==> src/rtl/frost32_mem_access_unit.sv <==
// Frost32 memory access unit: arbitrates core fetch and load/store requests onto
// a single-outstanding, registered main-memory bus and returns extended read data.
module frost32_mem_access_unit #(
  parameter int unsigned RESP_LATENCY = 1
) (
  input  logic        clk,
  input  logic        rst,
  input  logic        fetch_valid,
  input  logic [31:0] fetch_addr,
  output logic        fetch_ready,
  output logic        fetch_done,
  output logic [31:0] fetch_data,
  input  logic        ls_valid,
  input  logic        ls_is_write,
  input  logic [1:0]  ls_size,
  input  logic        ls_sign_ext,
  input  logic [31:0] ls_addr,
  input  logic [31:0] ls_wdata,
  output logic        ls_ready,
  output logic        ls_done,
  output logic [31:0] ls_rdata,
  output logic        req_mem_access,
  output logic [31:0] addr,
  output logic [31:0] data,
  output logic        data_inout_access_type,
  output logic [1:0]  data_inout_access_size,
  input  logic [31:0] mem_data,
  output logic        busy
);

  typedef enum logic [1:0] {ST_IDLE, ST_ISSUE, ST_WAIT, ST_DONE} state_t;

  localparam logic [1:0] DIAS32 = 2'd0;
  localparam logic [1:0] DIAS16 = 2'd1;
  localparam logic [1:0] DIAS8  = 2'd2;
  localparam logic       DIAT_READ  = 1'b0;
  localparam logic       DIAT_WRITE = 1'b1;

  state_t     state;
  logic [3:0] cnt;
  logic       src_ls;
  logic       sext;

  // Ready is gated by rst so that every output reads 0 while reset is held.
  assign ls_ready    = (state == ST_IDLE) && !rst;
  assign fetch_ready = ls_ready && !ls_valid;
  assign busy        = (state != ST_IDLE);

  function automatic logic [31:0] extend(input logic [31:0] d, input logic [1:0] sz,
                                         input logic sx);
    case (sz)
      DIAS32:  return d;
      DIAS16:  return {{16{sx & d[15]}}, d[15:0]};
      default: return {{24{sx & d[7]}}, d[7:0]};
    endcase
  endfunction

  // NOTE: all state and registered outputs use non-blocking assignments so every
  // read in this block sees the pre-edge value, independent of statement order.
  always_ff @(posedge clk or posedge rst) begin
    if (rst) begin
      state                  <= ST_IDLE;
      cnt                    <= '0;
      src_ls                 <= 1'b0;
      sext                   <= 1'b0;
      req_mem_access         <= 1'b0;
      addr                   <= '0;
      data                   <= '0;
      data_inout_access_type <= DIAT_READ;
      data_inout_access_size <= DIAS32;
      fetch_done             <= 1'b0;
      fetch_data             <= '0;
      ls_done                <= 1'b0;
      ls_rdata               <= '0;
    end else begin
      req_mem_access <= 1'b0;
      fetch_done     <= 1'b0;
      ls_done        <= 1'b0;
      case (state)
        ST_IDLE: begin
          // The bus outputs double as the latched request; they hold until the next acceptance.
          if (ls_valid) begin
            src_ls                 <= 1'b1;
            sext                   <= ls_sign_ext;
            addr                   <= ls_addr;
            data                   <= ls_wdata;
            data_inout_access_type <= ls_is_write ? DIAT_WRITE : DIAT_READ;
            data_inout_access_size <= (ls_size == 2'd3) ? DIAS8 : ls_size;
            req_mem_access         <= 1'b1;
            state                  <= ST_ISSUE;
          end else if (fetch_valid) begin
            src_ls                 <= 1'b0;
            sext                   <= 1'b0;
            addr                   <= fetch_addr;
            data_inout_access_type <= DIAT_READ;
            data_inout_access_size <= DIAS32;
            req_mem_access         <= 1'b1;
            state                  <= ST_ISSUE;
          end
        end
        ST_ISSUE: begin
          if (data_inout_access_type == DIAT_WRITE) begin
            ls_done <= 1'b1;
            state   <= ST_DONE;
          end else begin
            cnt   <= 4'(RESP_LATENCY);
            state <= ST_WAIT;
          end
        end
        ST_WAIT: begin
          cnt <= cnt - 4'd1;
          // The <= also covers an out-of-range zero latency, which would otherwise hang.
          if (cnt <= 4'd1) begin
            if (src_ls) begin
              ls_rdata <= extend(mem_data, data_inout_access_size, sext);
              ls_done  <= 1'b1;
            end else begin
              fetch_data <= mem_data;
              fetch_done <= 1'b1;
            end
            state <= ST_DONE;
          end
        end
        default: state <= ST_IDLE;
      endcase
    end
  end

endmodule

==> config.mk <==
export PLATFORM = sky130hd
export DESIGN_NAME = frost32_mem_access_unit
export DESIGN_NICKNAME = d
export VERILOG_FILES = /design/src/rtl/frost32_mem_access_unit.sv
export SDC_FILE = /design/constraint.sdc
export NUM_CORES = 1
export LEC_CHECK = 0
export ABC_AREA = 1
export CORE_MARGIN = 5
export CORE_UTILIZATION = 57
export DETAILED_ROUTE_END_ITERATION = 8
export DONT_BUFFER_PORTS = 1
export PLACE_DENSITY = 0.8
export SLEW_MARGIN = 5
export SYNTH_ARGS = -nofsm -noshare
export SYNTH_HDL_FRONTEND = slang
export SYNTH_SLANG_ARGS = --single-unit
==> constraint.sdc <==
create_clock -name clk -period 5.5 [get_ports clk]
set_input_delay 1.65 -clock clk [delete_from_list [all_inputs] [get_ports clk]]
set_output_delay 1.65 -clock clk [all_outputs]
set_load 0.02 [all_outputs]
==> flow_summary.json, run 1 <==
{
  "finalSetupTns_ps": 0,
  "cp_max_fo": 37,
  "critPathBufInv": 0,
  "dp_slack_ps": 1670,
  "power_frac_seq_pct": 50.6,
  "layout_commonest_cell": "nand2_1",
  "power_mw": 5.11,
  "ioPinCount": 273,
  "grt_pass1_wl_mm": 25.7,
  "p_sw_mw": 2.21,
  "status": "finished clean",
  "p_comb_share_pct": 23.3,
  "rsz0062_at_grt": "no",
  "max_freq_mhz": 262,
  "cts.reportedPaths.clkPinSlew_ps": 60,
  "clock_path_buffers": 2,
  "synth-seq-area-share_pct": 56.8,
  "yosys_warnings": 0,
  "drtPass1Iterations": 5,
  "layout-drive-gt1-share_pct": 10.5,
  "num_vias": 4801,
  "p_int_mw": 2.89,
  "rows": 38,
  "grt_usage_pct": 25.6,
  "maxCapViolations": 0,
  "cts_tree": "done",
  "path_cells": "nor3_1",
  "finalWorstSetupSlack_ps": 1680,
  "coreArea_sq_mm": 0.0108,
  "via_per_inst": 5.56,
  "cts.sink_count": 142,
  "syn2layout_area_growth_pct": 11.3,
  "max_stage_delay_ps": 520,
  "num-nets-final": 851,
  "critPathSlowestCell": "nor3_1",
  "antenna_found_initial": 1,
  "die_w_um": 115,
  "final_core_util_pct": 64.5,
  "yosys.area.top_type": "dfrtp_1",
  "p_clk_share_pct": 26.1,
  "min_path_cells": 2,
  "grt_max_degree": 104,
  "io_buffers": 0,
  "synth_top_cells_by_area": "dfrtp_1 (57%), nand2_1 (20%), mux2_2 (5.8%)",
  "numCtsBuffers": 17,
  "design_area_sq_mm": 0.00696,
  "drc_errors": 0,
  "required_ps": 3850,
  "cp-startpoint": "ls_valid",
  "chipHeight_um": 115,
  "r2r_end": "src_ls",
  "place_area_sq_mm": 0.00627,
  "synth_area_per_cell_sq_um": 8.67,
  "post-route-period-util_pct": 69.4,
  "final_cells": 863,
  "place.gp.congestion": 0.887,
  "clockRootBuffer": "clkbuf_8",
  "p_leak_nw": 3.67,
  "finalSetupViolations": 0,
  "finalCriticalPeriod_ps": 3820,
  "powerDensity_mw_per_mm2": 734,
  "ys_types": 23,
  "cp.arrival_ps": 2170,
  "startpoint_type": "primary input",
  "initial_core_util_pct": 58.0,
  "final_cell_mix": "nand2_1 (337), dfrtp_1 (142), nand3_1 (57)",
  "hold_viol_final": 0,
  "htree_levels": 4,
  "clock_latency_ps": 530,
  "syn_area_sq_mm": 0.00626,
  "post_cts_buffers": 0,
  "overflow": 0,
  "slew_viol_final": 0,
  "dieArea_sq_mm": 0.0132,
  "relSlewSlack_pct": 29.1,
  "post_cts_resized": 0,
  "whs_ps": 540,
  "ir_drop_mv": 0.455,
  "grt_pass1_vias": 4824,
  "fillers": 844,
  "dp_hpwl_mm": 11.8,
  "r2r_cells": 6,
  "cts_hold_buf": 0,
  "drt_iter0_markers": 538,
  "reg2reg_from": "state[0]",
  "syn_inst": 722,
  "holdCritStartpoint": "state[1]",
  "hold_end": "state[1]",
  "rrSetupSlack_ps": 3200,
  "path_class": "primary input to output port",
  "min_path_type": "flop to flop",
  "clock_skew_ps": 6.15,
  "ys_ff_latch": 142,
  "wl_per_cell_um": 19.3,
  "synth_top_area_share_pct": 56.8,
  "dp.cells": 830,
  "ant_nets": 0,
  "crit_family": "simple AND/OR/NAND/NOR gates",
  "worst_slew_pin_slew_ps": 1060,
  "p_sw_share_pct": 43.4,
  "wl_mm": 16.6,
  "cp-end-kind": "output port",
  "syn-num-nets": 864
}
==> synth_stat cells <==
cell and instances:
nor2_1 5, a21boi_0 1, o21ai_1 3, o22ai_1 3, clkbuf_1 12, inv_1 50
buf_2 15, nand2_1 337, dfrtp_1 142, nor2_2 2, a21oi_4 1, mux2_2 32
nand2_2 1, buf_6 3, buf_4 7, inv_2 3, nor3_1 1, nand4_1 3
o21ai_0 35, ha_1 6, xor2_1 1, nand3_1 57, a21oi_1 2
==> power by group through the flow <==
stage          combinational, mW  clock, mW  sequential (mW)
2_1_floorplan               1.00          0             2.42
3_3_place_gp                1.10          0             2.58
3_5_place_dp                1.19          0             2.60
4_1_cts                     1.20       1.35             2.59
5_1_grt                     1.37       1.40             2.65
6_report                    1.19       1.34             2.58
==> layer usage <==
metal	track usage (%)	part of all wire, %
met5	0	0
met4	12.7	3.3
met3	11.0	13
met2	41.9	50
met1	28.8	34
==> cell type report <==
type                            instances  area (sq um)  area share [%]
Antenna cell                            1          2.50          0.0359
Clock buffer                           19           432            6.20
Clock inverter                         13           259            3.72
Inverter                               53           204            2.93
Multi-Input combinational cell        490          2300            33.0
Sequential cell                       142          3550            51.0
Tap cell                              140           175            2.52
Timing Repair Buffer                    5          37.5           0.539
==> tightest hold or removal path, cell delays in order (launching register included) <==
cell	delay [ps]
dfrtp_1	400
nand2_1	70
nand2_1	50
==> how the worst max path moves through the flow <==
stage          slack (ps)           to  cells after the start
2_1_floorplan          40      addr[0]                      1
3_3_place_gp         1660  fetch_ready                      1
3_5_place_dp         1670  fetch_ready                      1
4_1_cts              1670  fetch_ready                      1
5_1_grt              1610  fetch_ready                      4
6_report             1680  fetch_ready                      1
==> state kept, by name (all words and copies together), names as in the netlist <==
signal                  count
cnt                         4
ls_done                     1
data                       32
fetch_done                  1
req_mem_access              1
state                       2
src_ls                      1
ls_rdata                   32
fetch_data                 32
data_inout_access_size      2
addr                       32
sext                        1
data_inout_access_type      1
==> cell families (layout without fill, tap and decap cells) <==
kind of cell    count (synthesis)  count (layout)  share of synthesized area (%)
compound gates                 45              45                           3.88
xor+xnor                        1               1                          0.140
fa+ha+maj                       6               6                           1.20
buf+inv                        90              90                           6.48
flops                         142             142                           56.8
mux                            32              32                           5.76
other cells                     0               1                              0
simple gates                  406             406                           25.8
(Power assumes the default switching activity.)
==> run 2, diff against run 1 <==
==> constraint.sdc (replaced) <==
create_clock -name clk -period 3.4 [get_ports clk]
set_input_delay 1.02 -clock clk [delete_from_list [all_inputs] [get_ports clk]]
set_output_delay 1.02 -clock clk [all_outputs]
set_load 0.02 [all_outputs]
==> run 2 against run 1 <==
Compared with the run above:
- die area stayed put
- first-iteration DRC count is 14% higher
- power is 58% higher
- combinational power is 66% higher
- critical path depth is 3 higher
- worst setup slack worse by 1400 ps
- flip-flop and latch count stayed put
- hold slack worse by 210 ps
- clock power is 43% higher
- via count is 1.1% higher
- core utilization is 0.34 points lower
==> flow_summary.json, run 2 (same netlist as run 1, synthesis figures left out) <==
{
  "status": "finished clean",
  "cts.sink_count": 142,
  "met1Wirelength_mm": 5.58,
  "startpoint_type": "flop",
  "path_class": "flop to output port",
  "cp-end-kind": "output port",
  "via_per_inst": 5.63,
  "post_cts_resized": 0,
  "ant_nets": 0,
  "worst_slew_pin_slew_ps": 998,
  "p_leak_nw": 3.65,
  "rows": 38,
  "slew_viol_final": 0,
  "cts_tree": "done",
  "drtPass1Iterations": 5,
  "post_cts_buffers": 0,
  "dr.max_layer_used": "met4",
  "dp_hpwl_mm": 12.4,
  "post-route-period-util_pct": 92.6,
  "wl_met2_mm": 8.75,
  "die_w_um": 115,
  "numCtsBuffers": 17,
  "initial_core_util_pct": 58.0,
  "grt_pass1_wl_mm": 26.6,
  "cp.arrival_ps": 2130,
  "io_buffers": 0,
  "wl_mm": 17.0,
  "maxCapViolations": 0,
  "ir_drop_mv": 0.604,
  "wl_per_cell_um": 19.8,
  "layout-drive-gt1-share_pct": 10.7,
  "clock_path_buffers": 2,
  "final_cell_mix": "nand2_1 (337), dfrtp_1 (142), nand3_1 (57)",
  "grt_usage_pct": 26.2,
  "chipHeight_um": 115,
  "grt_max_degree": 70,
  "place.gp.congestion": 0.921,
  "finalSetupViolations": 0,
  "num_antenna_cells": 0,
  "whs_ps": 333,
  "drc_errors": 0,
  "cts.reportedPaths.clkPinSlew_ps": 60,
  "overflow": 0,
  "cts_hold_buf": 0,
  "syn2layout_area_growth_pct": 10.7,
  "num_vias": 4856,
  "min_path_type": "primary input to asynchronous set/reset pin",
  "finalCriticalPeriod_ps": 3150,
  "htree_levels": 4,
  "clock_latency_ps": 520,
  "powerDensity_mw_per_mm2": 1170,
  "finalSetupTns_ps": 0,
  "clock_skew_ps": 9.22,
  "coreArea_sq_mm": 0.0108,
  "required_ps": 2380,
  "ioPinCount": 273,
  "clockRootBuffer": "clkbuf_8",
  "rsz0062_at_grt": "no",
  "met3_length_mm": 2.17,
  "num-nets-final": 853,
  "max_freq_mhz": 318,
  "drt_iter0_markers": 613,
  "grt_pass1_vias": 5082,
  "dieArea_sq_mm": 0.0132,
  "antenna_found_initial": 0,
  "relSlewSlack_pct": 33.4,
  "cp_max_fo": 6,
  "layout_commonest_cell": "nand2_1",
  "hold_viol_final": 0
}
## run 2: cell types whose count changed in the layout (fill, tap and decap cells not counted), sizes merged
cell | before | now
diode | 1 | 0
clkinv | 1 | 4
bufinv | 7 | 4
clkbuf | 19 | 20
inv | 55 | 52
buf | 5 | 7
## run 2: stage by stage
| stage | utilization [%] | power (mW) | setup slack, ps | cell area, sq um | instances |
|---|---|---|---|---|---|
| after floorplan | - | 5.54 | 496 | 6260 | 722 |
| after global placement | 58.4 | 6.00 | 816 | 6310 | 832 |
| after detailed placement | 58.4 | 6.15 | 831 | 6310 | 832 |
| after CTS | 64.2 | 8.12 | 233 | 6930 | 862 |
| after global routing | 64.2 | 8.59 | 170 | 6930 | 862 |
| final | 64.2 | 8.07 | 252 | 6930 | 862 |
## run 2: critical path: stages (launching register included)
cell and delay (ps):
dfrtp_1 420, inv_1 110, ha_1 310, inv_1 230
nor3_1 530
## run 2: metal layers
| metal | GRT usage (%) | vias to the layer above |
|---|---|---|
| met5 | 0 | - |
| li1 | - | 2229 |
| met3 | 11.3 | 47 |
| met2 | 45.1 | 270 |
| met1 | 28.4 | 2310 |
| met4 | 11.1 | 0 |
## run 2: final cells by class
type | instances | area (sq um)
fill | 843 | 3870
clock inverter | 10 | 163
inverter | 53 | 203
sequential | 142 | 3550
clock buffer | 20 | 455
timing repair buffer | 7 | 77.6
multi-input combinational | 490 | 2300
tap | 140 | 175
## run 2: where the power goes
part | internal (mW) | switching (mW) | total (mW)
registers | 2.52 | 1.66 | 4.18
logic | 0.740 | 1.23 | 1.97
clock network | 1.24 | 0.681 | 1.92
total | 4.50 | 3.57 | 8.07
## run 2: path summary, 6_finish.rpt
kind / startpoint / cells after the start / to / slack [ps]
worst max-delay path: state[0] / 4 / fetch_ready / 250
worst min-delay path: rst / 1 / addr[13] / 330
worst max register to register: state[0] / 6 / fetch_data[15] / 1100
worst min register to register: cnt[1] / 2 / cnt[1] / 560
max in group asynchronous: rst / 2 / fetch_data[11] / 2370
min in group clk: cnt[1] / 2 / cnt[1] / 560
